==> config.mk <==
export PLATFORM = sky130hd
export DESIGN_NAME = keypad_scanner_flat
export DESIGN_NICKNAME = d
export VERILOG_FILES = /design/src/rtl/keypad_if.sv /design/src/rtl/keypad_scanner.sv /design/src/flat_wrapper.sv
export SDC_FILE = /design/constraint.sdc
export NUM_CORES = 1
export LEC_CHECK = 0
export ABC_CLOCK_PERIOD_IN_PS = 2990
export CORE_MARGIN = 8
export CORE_UTILIZATION = 54
export DETAILED_ROUTE_END_ITERATION = 8
export GPL_TIMING_DRIVEN = 0
export PLACE_DENSITY = 0.81
export SYNTH_ARGS = -nofsm -noshare
export SYNTH_HDL_FRONTEND = slang
export SYNTH_SLANG_ARGS = --single-unit
==> constraint.sdc <==
create_clock -name clk -period 2.99 [get_ports clk]
set_input_delay 0.598 -clock clk [delete_from_list [all_inputs] [get_ports clk]]
set_output_delay 0.598 -clock clk [all_outputs]
set_load 0.005 [all_outputs]
==> src/rtl/keypad_if.sv <==
// Keypad matrix lines plus the encoded key strobe toward the display logic.
// Latency: none, this only bundles wires.
// Backpressure: none; key_valid is a one-cycle strobe the consumer must latch.
interface keypad_if;
    logic [3:0] row;
    logic [3:0] col;
    logic [3:0] key_code;
    logic       key_valid;
    logic       key_held;

    // Scanner side: samples rows, drives columns and the key strobe.
    modport master (
        input  row,
        output col,
        output key_code,
        output key_valid,
        output key_held
    );

    // Keypad/consumer side.
    modport slave (
        output row,
        input  col,
        input  key_code,
        input  key_valid,
        input  key_held
    );
endinterface

==> src/rtl/keypad_scanner.sv <==
// 4x4 keypad scanner: column drive, 2-flop row sync, press/release debounce, key encode.
// Latency: key_valid fires DEBOUNCE_CYCLES-1 cycles after the scan point that captured the key.
// Backpressure: none; key_valid is a one-cycle strobe and key_code holds until the next strobe.
module keypad_scanner #(
    parameter int SCAN_DIV        = 50000,
    parameter int DEBOUNCE_CYCLES = 500000
) (
    input  logic     clk,
    input  logic     rst,
    keypad_if.master kp
);
    localparam int SCAN_W = $clog2(SCAN_DIV);
    localparam int DEB_W  = $clog2(DEBOUNCE_CYCLES);
    localparam logic [SCAN_W-1:0] SCAN_LAST = SCAN_W'(SCAN_DIV - 1);
    localparam logic [DEB_W-1:0]  DEB_LAST  = DEB_W'(DEBOUNCE_CYCLES - 1);

    typedef enum logic [1:0] {SCAN, DEBOUNCE, HOLD} state_t;

    state_t            state, state_nxt;
    logic [3:0]        row_meta, sync_row;
    logic [SCAN_W-1:0] scan_cnt, scan_cnt_nxt;
    logic [DEB_W-1:0]  deb_cnt, deb_cnt_nxt;
    logic [DEB_W-1:0]  rel_cnt, rel_cnt_nxt;
    logic [3:0]        cap_row, cap_row_nxt;
    logic [3:0]        col, col_nxt;
    logic [3:0]        key_code, key_code_nxt;
    logic              key_valid, key_valid_nxt;
    logic              row_onehot;

    // Map the one-hot row/column pair to the key legend:
    // row0 = 1 2 3 A, row1 = 4 5 6 B, row2 = 7 8 9 C, row3 = * 0 # D (* = E, # = F).
    function automatic logic [3:0] encode(input logic [3:0] r, input logic [3:0] c);
        logic [1:0] ri, ci;
        logic [3:0] code;
        ri = r[3] ? 2'd3 : r[2] ? 2'd2 : r[1] ? 2'd1 : 2'd0;
        ci = c[3] ? 2'd3 : c[2] ? 2'd2 : c[1] ? 2'd1 : 2'd0;
        case ({ri, ci})
            4'h0: code = 4'h1;  4'h1: code = 4'h2;  4'h2: code = 4'h3;  4'h3: code = 4'hA;
            4'h4: code = 4'h4;  4'h5: code = 4'h5;  4'h6: code = 4'h6;  4'h7: code = 4'hB;
            4'h8: code = 4'h7;  4'h9: code = 4'h8;  4'hA: code = 4'h9;  4'hB: code = 4'hC;
            4'hC: code = 4'hE;  4'hD: code = 4'h0;  4'hE: code = 4'hF;  default: code = 4'hD;
        endcase
        return code;
    endfunction

    // Only a single pressed row is a usable key; zero or multiple rows (ghosting) are ignored.
    assign row_onehot = (sync_row != 4'd0) && ((sync_row & (sync_row - 4'd1)) == 4'd0);

    // Two-flop synchronizer for the asynchronous row lines.
    always_ff @(posedge clk or posedge rst) begin
        if (rst) begin
            row_meta <= 4'd0;
            sync_row <= 4'd0;
        end else begin
            row_meta <= kp.row;
            sync_row <= row_meta;
        end
    end

    // State and datapath registers; reset leaves no strobe pending.
    always_ff @(posedge clk or posedge rst) begin
        if (rst) begin
            state     <= SCAN;
            scan_cnt  <= '0;
            deb_cnt   <= '0;
            rel_cnt   <= '0;
            cap_row   <= 4'd0;
            col       <= 4'b0001;
            key_code  <= 4'h0;
            key_valid <= 1'b0;
        end else begin
            state     <= state_nxt;
            scan_cnt  <= scan_cnt_nxt;
            deb_cnt   <= deb_cnt_nxt;
            rel_cnt   <= rel_cnt_nxt;
            cap_row   <= cap_row_nxt;
            col       <= col_nxt;
            key_code  <= key_code_nxt;
            key_valid <= key_valid_nxt;
        end
    end

    // Next-state logic: scan/capture, debounce the press, then debounce the release.
    always_comb begin
        state_nxt     = state;
        scan_cnt_nxt  = scan_cnt;
        deb_cnt_nxt   = deb_cnt;
        rel_cnt_nxt   = rel_cnt;
        cap_row_nxt   = cap_row;
        col_nxt       = col;
        key_code_nxt  = key_code;
        key_valid_nxt = 1'b0;
        case (state)
            SCAN: begin
                // Rows are only judged at the end of a column slot so the synchronizer has settled.
                if (scan_cnt == SCAN_LAST) begin
                    scan_cnt_nxt = '0;
                    if (row_onehot) begin
                        cap_row_nxt = sync_row;
                        deb_cnt_nxt = DEB_W'(1);
                        state_nxt   = DEBOUNCE;
                    end else begin
                        col_nxt = {col[2:0], col[3]};
                    end
                end else begin
                    scan_cnt_nxt = scan_cnt + SCAN_W'(1);
                end
            end
            DEBOUNCE: begin
                // A mismatch wins over completion, so a glitch on the last cycle aborts.
                if (sync_row != cap_row) begin
                    scan_cnt_nxt = '0;
                    state_nxt    = SCAN;
                end else if (deb_cnt == DEB_LAST) begin
                    key_code_nxt  = encode(cap_row, col);
                    key_valid_nxt = 1'b1;
                    rel_cnt_nxt   = '0;
                    state_nxt     = HOLD;
                end else begin
                    deb_cnt_nxt = deb_cnt + DEB_W'(1);
                end
            end
            HOLD: begin
                // Any activity on the rows restarts the release count; no repeat strobes here.
                if (sync_row != 4'd0) begin
                    rel_cnt_nxt = '0;
                end else if (rel_cnt == DEB_LAST) begin
                    col_nxt      = {col[2:0], col[3]};
                    scan_cnt_nxt = '0;
                    state_nxt    = SCAN;
                end else begin
                    rel_cnt_nxt = rel_cnt + DEB_W'(1);
                end
            end
            default: state_nxt = SCAN;
        endcase
    end

    assign kp.col       = col;
    assign kp.key_code  = key_code;
    assign kp.key_valid = key_valid;
    assign kp.key_held  = (state == HOLD);

endmodule

==> src/flat_wrapper.sv <==
// flat-port wrapper written by rule: the top's interface ports become plain ports
module keypad_scanner_flat 
#(
    parameter int SCAN_DIV        = 50000,
    parameter int DEBOUNCE_CYCLES = 500000
)
  (clk, rst, kp_row, kp_col, kp_key_code, kp_key_valid, kp_key_held);
  keypad_if kp_i ();
  input  logic clk;
  input  logic rst;
  input wire logic [$bits(kp_i.row)-1:0] kp_row;
  output wire logic [$bits(kp_i.col)-1:0] kp_col;
  output wire logic [$bits(kp_i.key_code)-1:0] kp_key_code;
  output wire logic [$bits(kp_i.key_valid)-1:0] kp_key_valid;
  output wire logic [$bits(kp_i.key_held)-1:0] kp_key_held;
  assign kp_i.row = kp_row;
  assign kp_col = kp_i.col;
  assign kp_key_code = kp_i.key_code;
  assign kp_key_valid = kp_i.key_valid;
  assign kp_key_held = kp_i.key_held;
  keypad_scanner #(.SCAN_DIV(SCAN_DIV), .DEBOUNCE_CYCLES(DEBOUNCE_CYCLES)) u_core (.clk(clk), .rst(rst), .kp(kp_i));
endmodule
## After elaboration in Yosys (flattened, before gate mapping)

Memories as Yosys holds them, arrays and structs flattened. A register that Yosys moved wholly into a read port is not among the register bits.
Index checks and enable logic that the tools add are counted.

| word-level totals | value |
|---|---|
| bits in latches | 0 |
| bits in writable memories | 0 |
| input port bits | 6 |
| logic and storage cells | 84 |
| output and inout port bits | 10 |
| memories kept | 1 |
| memory bits (read-only) | 64 |
| register bits after elaboration | 73 |

| operators by class | value |
|---|---|
| divide/modulo/power cells | 0 |
| multiplexer cells | 36 |
| bitwise logic cells | 2 |
| reduce and logical (&&, ||, !) cells | 15 |
| multiply operators | 0 |
| add/subtract/negate cells | 4 |
| eq/ne operators | 17 |
| shift operators | 0 |
| $lt $le $gt $ge | 0 |

Memories:

| name | words | bits a word | rd ports | clocked after Yosys merged registers in | write ports | RTL line | source |
|---|---|---|---|---|---|---|---|
| (no name shown) | 16 | 4 | 1 | 1 | 0 | keypad_scanner.sv:37 | `case ({ri, ci})` |

Operator list:

| operator | number |
|---|---|
| 19-bit two-way mux | 8 |
| 19-bit one-hot mux with 2 select lines | 2 |
| 16-bit two-way mux | 4 |
| 16-bit one-hot mux with 3 select lines | 1 |
| 19-bit by 1-bit adder with 19-bit output (second input constant) | 2 |
| 19-bit equality test (second input constant) | 2 |
| 2-bit two-way mux | 10 |
| 16-bit by 1-bit adder with 16-bit output (second input constant) | 1 |
| 16-bit equality test (second input constant) | 1 |
| 4-bit two-way mux | 4 |
| 5-bit AND reduction | 3 |
| 2-bit by 1-bit != test with 1-bit output (second input constant) | 5 |
| 2-bit != test (second input constant) | 4 |
| 4-bit one-hot mux with 2 select lines | 1 |
| 4-bit AND reduction | 2 |
| 2-bit one-hot mux with 3 select lines | 1 |
| 3-bit AND reduction | 2 |
| 2-bit nonzero test | 3 |
| 1-bit two-way mux | 5 |
| 4-bit AND | 1 |
| 4-bit zero test | 1 |
| 4-bit != test | 1 |
| 4-bit nonzero test | 1 |
| 4-bit by 1-bit subtractor with 4-bit output (second input constant) | 1 |
| 8 further kinds | 8 |

## Logic depth before layout (Yosys ltp)

Gate-level depths: netlist of run 1.

| depth | value |
|---|---|
| word-level depth | 7 |
| mapped depth | 10 |
| mapped depth without buffers | 9 |

## Worst setup path after synthesis of run 1

No wires, ideal clock.

| path | value |
|---|---|
| kind | register to register |
| start | register u_core.deb_cnt[11] |
| end | register u_core.rel_cnt[3] |
| data required time | 2.864 ns |
| slack | 0.409 ns |
| arrival | 2.455 ns |
| setup time | 0.126 ns |
| cell stages (with the launch flop) | 9 |
| buffers on the path | 2 |
| clock period less this slack | 2.581 ns |
| cell sequence | dfrtp_1 or4b_1 or4_4 nor4_4 nand2_2 a22o_1 buf_6 buf_8 a221o_1 |

| between the ends | value |
|---|---|
| cells in the longest elaborated chain, start to end | 3 |

Ends and longest elaborated chain:

| what | RTL line | source |
|---|---|---|
| start, declared | keypad_scanner.sv:22 | `logic [DEB_W-1:0] deb_cnt, deb_cnt_nxt;` |
| start signal, assigned | keypad_scanner.sv:74 | `deb_cnt <= deb_cnt_nxt;` |
| 19-bit equality test | keypad_scanner.sv:114 | `end else if (deb_cnt == DEB_LAST) begin` |
| 2-bit by 1-bit != test with 1-bit output (no source line) | - |  |
| 4-bit AND reduction (no source line) | - |  |
| end signal, assigned | keypad_scanner.sv:75 | `rel_cnt <= rel_cnt_nxt;` |
| end, declared | keypad_scanner.sv:23 | `logic [DEB_W-1:0] rel_cnt, rel_cnt_nxt;` |

No other way between the ends.
A chain may end at the register's enable or synchronous reset.

## Worst setup path in the final report of run 1

| path | value |
|---|---|
| start | register u_core.deb_cnt[11] |
| end | register u_core.rel_cnt[2] |

The elaborated chain is that of the path after synthesis.

==> reports/qor.yml, run 1 <==
timing:
  hold_ws_ps: 354
  final-setup-viol-count: 0
  hold_viol: 0
  slew_headroom_pct: 47.1
  finClkSkew_ps: 12.6
  timing.final.crit_share_pct: 96.2
  rsz0062_at_grt: "no"
  tns_ps: 0
  maxSlewViolCount: 0
  worst_pin_slew_ps: 789
  min_period_ps: 2870
  fin_ws_ps: 115
  fmax_ghz: 0.348
placement:
  pre_cts_ws_ps: 137
  dp.cells: 618
  dp_hpwl_mm: 7.40
  portBuffers: 15
  gp_congestion: 0.859
critical_path:
  crit_fanout: 10
  max_stage_delay_ps: 550
  worst_setup_path_end_kind: "flip-flop"
  cp.required_ps: 3230
  worstPathCellList: "or4b_1 -> or4_4 -> nor4_4 -> nand2_2 -> a22o_1 -> buf_6 -> buf_8 -> a221o_1"
  arrival_ps: 3110
  path_class: "reg -> reg"
  start_kind: "flip-flop"
  slowest_stage: "or4b_1"
clock_tree:
  cts_sinks: 77
  clkSlewWorstSetupHoldPaths_ps: 80
  cts_buffer_depth: 2
  clock_latency_ps: 350
  ctsRootBufferMaster: "clkbuf_8"
  cts-buffers-inserted: 9
  cts_hold_buffers: 0
  cts_htree_levels: 3
  cts_tree: "built"
synth:
  yosysSeqAreaShare_pct: 43.3
  synth-seq-cells: 77
  synthTopCellsByCount: "dfrtp_1 (76), nand3_1 (51), nand2_1 (48)"
  synth_most_common_cell: "dfrtp_1"
  ys.flop_type: "dfrtp_1"
  synth_area_sq_um: 4450
  syn_inst: 497
  avgSynthCellArea_sq_um: 8.95
  synth_nets: 515
  synth_largest_area_cell: "dfrtp_1"
  synth_edf_count: 0
  ys_warn_count: 0
  ys_types: 55
  async_reset_ff_share_pct: 100
  synth_top_area_share_pct: 42.8
  yosys-top-cells-area: "dfrtp_1 (43%), nand3_1 (5.7%), nand2_1 (4.1%), nor2_1 (4.0%), o21ai_0 (3.9%)"
floorplan:
  core_sq_um: 8090
  ioPinCount: 16
  start_util_pct: 55.0
  die_y_microns: 107
  rows: 33
  die_x_microns: 107
  die_area_sq_um: 11400
pwr:
  p_total_mw: 1.97
  power_density_nw_per_um2: 394
  peakVddDrop_uv: 194
  p_leak_nw: 2.15
final_layout:
  fillers: 702
  area_delta_synth_final_pct: 12.3
  diodes: 0
  seq_area_sq_um: 1930
  fin_nets: 542
  multi_input_area_sq_um: 2360
  fin_cells: 634
  layout-drive-gt1-share_pct: 7.56
drt:
  drt_iter0_drc: 242
  drc: 0
  wl_per_cell_microns: 16.6
  drtAntennaViolNets: 0
  firstDrtPassIters: 5
  vias: 4049
  wl_mm: 10.5
  viasPerCell: 6.39
global_routing:
  first_global_vias: 3852
  grt_max_degree: 61
  grt-ovfl-total: 0
  grt_pass1_wl_mm: 18.0
  grt.total_usage_pct: 19.2
  antenna_found_initial: 0
run:
  max_cap_viol_count: 0
min_path:
  hp-class: "reg -> reg"
outcome:
  outcome: "finished, final reports clean"
-- per-layer routing --
layer | up-vias | part of all wire (%) | track usage, % | routed length, microns
met1 | 1989 | 44 | 24.1 | 4680
met2 | 129 | 49 | 31.3 | 5130
met4 | 0 | 1.4 | 7.44 | 149
met3 | 13 | 5.4 | 4.32 | 573
li1 | 1918 | - | - | -
met5 | - | 0 | 0 | 0
-- per-stage QoR --
step / utilization [%] / area, sq um
CTS: 61.5 / 4980
global route: 61.7 / 4990
finish: 61.7 / 4990
floorplan: - / 4450
global placement: 58.4 / 4730
detailed placement: 58.8 / 4760
-- area by class of cell --
| class | instances | area share [%] |
|---|---|---|
| Sequential cell | 77 | 38.6 |
| Clock buffer | 11 | 2.83 |
| Inverter | 18 | 1.40 |
| Multi-Input combinational cell | 379 | 47.2 |
| Clock inverter | 5 | 1.50 |
| Timing Repair Buffer | 16 | 3.56 |
| Tap cell | 105 | 2.63 |
| Buffer | 23 | 2.23 |
-- timing repair --
| item | 4_1_cts | 5_1_grt |
|---|---|---|
| endpoints found under the setup margin | 0 | 21 |
| resized for setup | 0 | 3 |
| setup buffers | 0 | 0 |
-- registers in the layout, indices dropped and copies added, names as in the netlist --
name	cells
u_core.deb_cnt	19
u_core.state	2
u_core.rel_cnt	19
u_core.kp.key_valid	1
u_core.scan_cnt	16
u_core.kp.key_code	4
u_core.cap_row	4
u_core.sync_row	4
u_core.row_meta	4
u_core.kp.col	4
-- worst max-delay path: cells and delay by family (launching register included) --
family | cells | cell delay [ps]
buf+inv | 2 | 290
simple gates | 4 | 1410
flops | 1 | 450
compound gates | 2 | 610
-- cell usage in the layout (no fill, tap or decap), types with 11 or more instances in the layout --
cell / n
a221o_1: 15
and3_1: 14
clkbuf_1: 16
clkdlybuf4s50_1: 15
dfrtp_1: 76
ha_1: 12
inv_1: 17
nand2_1: 48
nand3_1: 51
nand4_1: 11
nor2_1: 47
o211ai_1: 14
o21ai_0: 35
o31ai_1: 11
-- path summary, 6_finish.rpt --
path / startpoint / endpoint / slack, ps / cells after the start
min in group asynchronous: rst / u_core.rel_cnt[0]$_DFFE_PP0P_ / 530 / 2
worst min register to register: u_core.row_meta[2]$_DFF_PP0_ / u_core.sync_row[2]$_DFF_PP0_ / 350 / 0
worst max register to register: u_core.deb_cnt[11]$_DFFE_PP0P_ / u_core.rel_cnt[2]$_DFFE_PP0P_ / 120 / 8
max in group asynchronous: rst / u_core.deb_cnt[4]$_DFFE_PP0P_ / 1870 / 3
worst max-delay path: u_core.deb_cnt[11]$_DFFE_PP0P_ / u_core.rel_cnt[2]$_DFFE_PP0P_ / 120 / 8
worst min-delay path: u_core.row_meta[2]$_DFF_PP0_ / u_core.sync_row[2]$_DFF_PP0_ / 350 / 0
-- where the power goes --
group          leakage [nW]  switching (mW)  total (mW)  internal, mW
clock                 0.113           0.389       0.878         0.489
sequential             1.04         0.00486        1.05          1.05
combinational         0.993          0.0264      0.0390        0.0125
-- kinds of logic after synthesis --
family,Yosys count,synth area share (%)
AO/OA/AOI/OAI,118,18.8
XOR/XNOR,4,0.788
adder cells (fa/ha/maj),12,3.38
buffers and inverters,41,4.02
flip-flops,77,43.3
multiplexers,7,1.77
AND/OR/NAND/NOR,238,27.9
No activity file was read; power rests on OpenSTA's default activity.
==> inputs of run 2 (changes only) <==
Settings changed: CORE_ASPECT_RATIO set to 1.25, CORE_MARGIN 8 to unset.
==> run 2 against run 1 <==
- worst setup slack better by 59 ps
- final area grew 0.55%
- critical path depth unchanged
- combinational power down 3%
- largest cell class unchanged
- sequential share of layout area is 0.21 points lower
- sequential power barely moved
- critical endpoint unchanged
- highest routed layer unchanged
==> reports/qor.yml, run 2 (same netlist as run 1, synthesis figures left out) <==
timing:
  min_period_ps: 2820
  rsz0062_at_grt: "no"
  maxSlewViolCount: 0
  fmax_ghz: 0.355
  fin_ws_ps: 174
  worst_pin_slew_ps: 765
  hold_ws_ps: 347
  slew_headroom_pct: 48.7
  finClkSkew_ps: 10.3
  final-setup-viol-count: 0
  hold_viol: 0
  timing.final.crit_share_pct: 94.2
critical_path:
  path_class: "reg -> reg"
  cp-startpoint: "u_core.deb_cnt[11]$_DFFE_PP0P_"
  cp-endpoint: "u_core.rel_cnt[2]$_DFFE_PP0P_"
  cp.required_ps: 3240
  crit_fanout: 10
  rrSetupSlack_ps: 170
  start_kind: "flip-flop"
  reg2reg_depth: 8
  r2r-end: "u_core.rel_cnt[2]$_DFFE_PP0P_"
  worst_setup_path_end_kind: "flip-flop"
  r2r-start: "u_core.deb_cnt[11]$_DFFE_PP0P_"
  arrival_ps: 3070
clock_tree:
  cts_sinks: 77
  cts_tree: "built"
  cts-buffers-inserted: 9
  ctsRootBufferMaster: "clkbuf_8"
  clkSlewWorstSetupHoldPaths_ps: 90
  cts_htree_levels: 3
  cts_hold_buffers: 0
  cts_buffer_depth: 2
  clock_latency_ps: 370
final_layout:
  diodes: 0
  mostFrequentLayoutCell: "dfrtp_1"
  design_area_sq_um: 5020
  fin_nets: 543
  fin_cells: 625
  area_delta_synth_final_pct: 12.9
  layout-drive-gt1-share_pct: 8.49
  final_cell_mix: "dfrtp_1 (76), nand3_1 (51), nand2_1 (48), nor2_1 (46), o21ai_0 (35)"
  reg_top3: "u_core.deb_cnt (19), u_core.rel_cnt (19), u_core.scan_cnt (16)"
drt:
  drc: 0
  wl_per_cell_microns: 16.8
  drt_iter0_drc: 332
  wl_mm: 10.5
  drtAntennaViolNets: 0
  viasPerCell: 6.48
  firstDrtPassIters: 5
  vias: 4047
global_routing:
  first_global_vias: 3740
  grt.total_usage_pct: 26.1
  grt_max_degree: 42
  antenna_found_initial: 0
  grt-ovfl-total: 0
  grt_pass1_wl_mm: 17.9
pwr:
  p_total_mw: 2.07
  power_density_nw_per_um2: 413
  seqPwrFrac_pct: 50.6
  peakVddDrop_uv: 324
  power_switching_uw: 459
  p_int_mw: 1.62
  p_leak_nw: 2.16
  power.share.clock_pct: 47.5
  swShare_pct: 22.1
  comb_power_share_pct: 1.8
min_path:
  hp-class: "reg -> reg"
floorplan:
  die_x_microns: 83.2
  die_area_sq_um: 8610
  core_sq_um: 7880
  rows: 36
  ioPinCount: 16
  start_util_pct: 56.4
  die_y_microns: 103
run:
  max_cap_viol_count: 0
placement:
  dp_hpwl_mm: 7.23
  gp_congestion: 0.898
  portBuffers: 15
  dp.cells: 608
  place_area_sq_um: 4740
  pre_cts_ws_ps: -0.680
outcome:
  outcome: "finished, final reports clean"
[run 2: timing repair]
| action | 4_1_cts | 5_1_grt |
|---|---|---|
| resized for setup | 1 | 6 |
| buffers inserted | 0 | 1 |
| setup endpoints to repair | 2 | 21 |
| pin swaps | 0 | 1 |
[run 2: worst min path at each step]
stage / from / end / cells past startpoint
floorplan: u_core.row_meta[0]$_DFF_PP0_ / u_core.sync_row[0]$_DFF_PP0_ / 0
global placement: u_core.row_meta[3]$_DFF_PP0_ / u_core.sync_row[3]$_DFF_PP0_ / 0
detailed placement: u_core.row_meta[3]$_DFF_PP0_ / u_core.sync_row[3]$_DFF_PP0_ / 0
CTS: u_core.row_meta[3]$_DFF_PP0_ / u_core.sync_row[3]$_DFF_PP0_ / 0
global route: u_core.row_meta[1]$_DFF_PP0_ / u_core.sync_row[1]$_DFF_PP0_ / 0
finish: u_core.row_meta[0]$_DFF_PP0_ / u_core.sync_row[0]$_DFF_PP0_ / 0
[run 2: power by group through the flow]
stage,combinational (mW),clock [mW],sequential (mW)
2_1_floorplan,0.0211,0,1.07
3_3_place_gp,0.0338,0,1.07
3_5_place_dp,0.0389,0,1.07
4_1_cts,0.0395,0.989,1.05
5_1_grt,0.0437,1.03,1.05
6_report,0.0377,0.986,1.05
[run 2: worst max-delay path: stages, from the launching register on]
cell     delay [ps]
dfrtp_1         440
or4b_1          540
or4_4           440
nor4_4          210
nand2_2         190
a22o_1          250
buf_6           140
buf_8           140
a221o_1         350
[run 2: metal layers]
layer | track usage (%) | wire length (microns)
met1 | 32.5 | 4500
met5 | 0 | 0
met2 | 44.5 | 5220
met3 | 3.73 | 494
met4 | 14.6 | 296
[run 2: through the flow]
stage	TNS [ps]	util, %
floorplan	0	-
global placement	-61040	59.8
detailed placement	-0.680	60.1
CTS	0	63.3
global route	0	63.7
finish	0	63.7
[run 2: cell type report]
type,instances,area [sq um]
Clock inverter,7,123
Fill cell,620,2860
Timing Repair Buffer,17,178
Buffer,23,113
Tap cell,95,119
Multi-Input combinational cell,379,2370
Clock buffer,9,124
Sequential cell,77,1930
Inverter,18,70.1
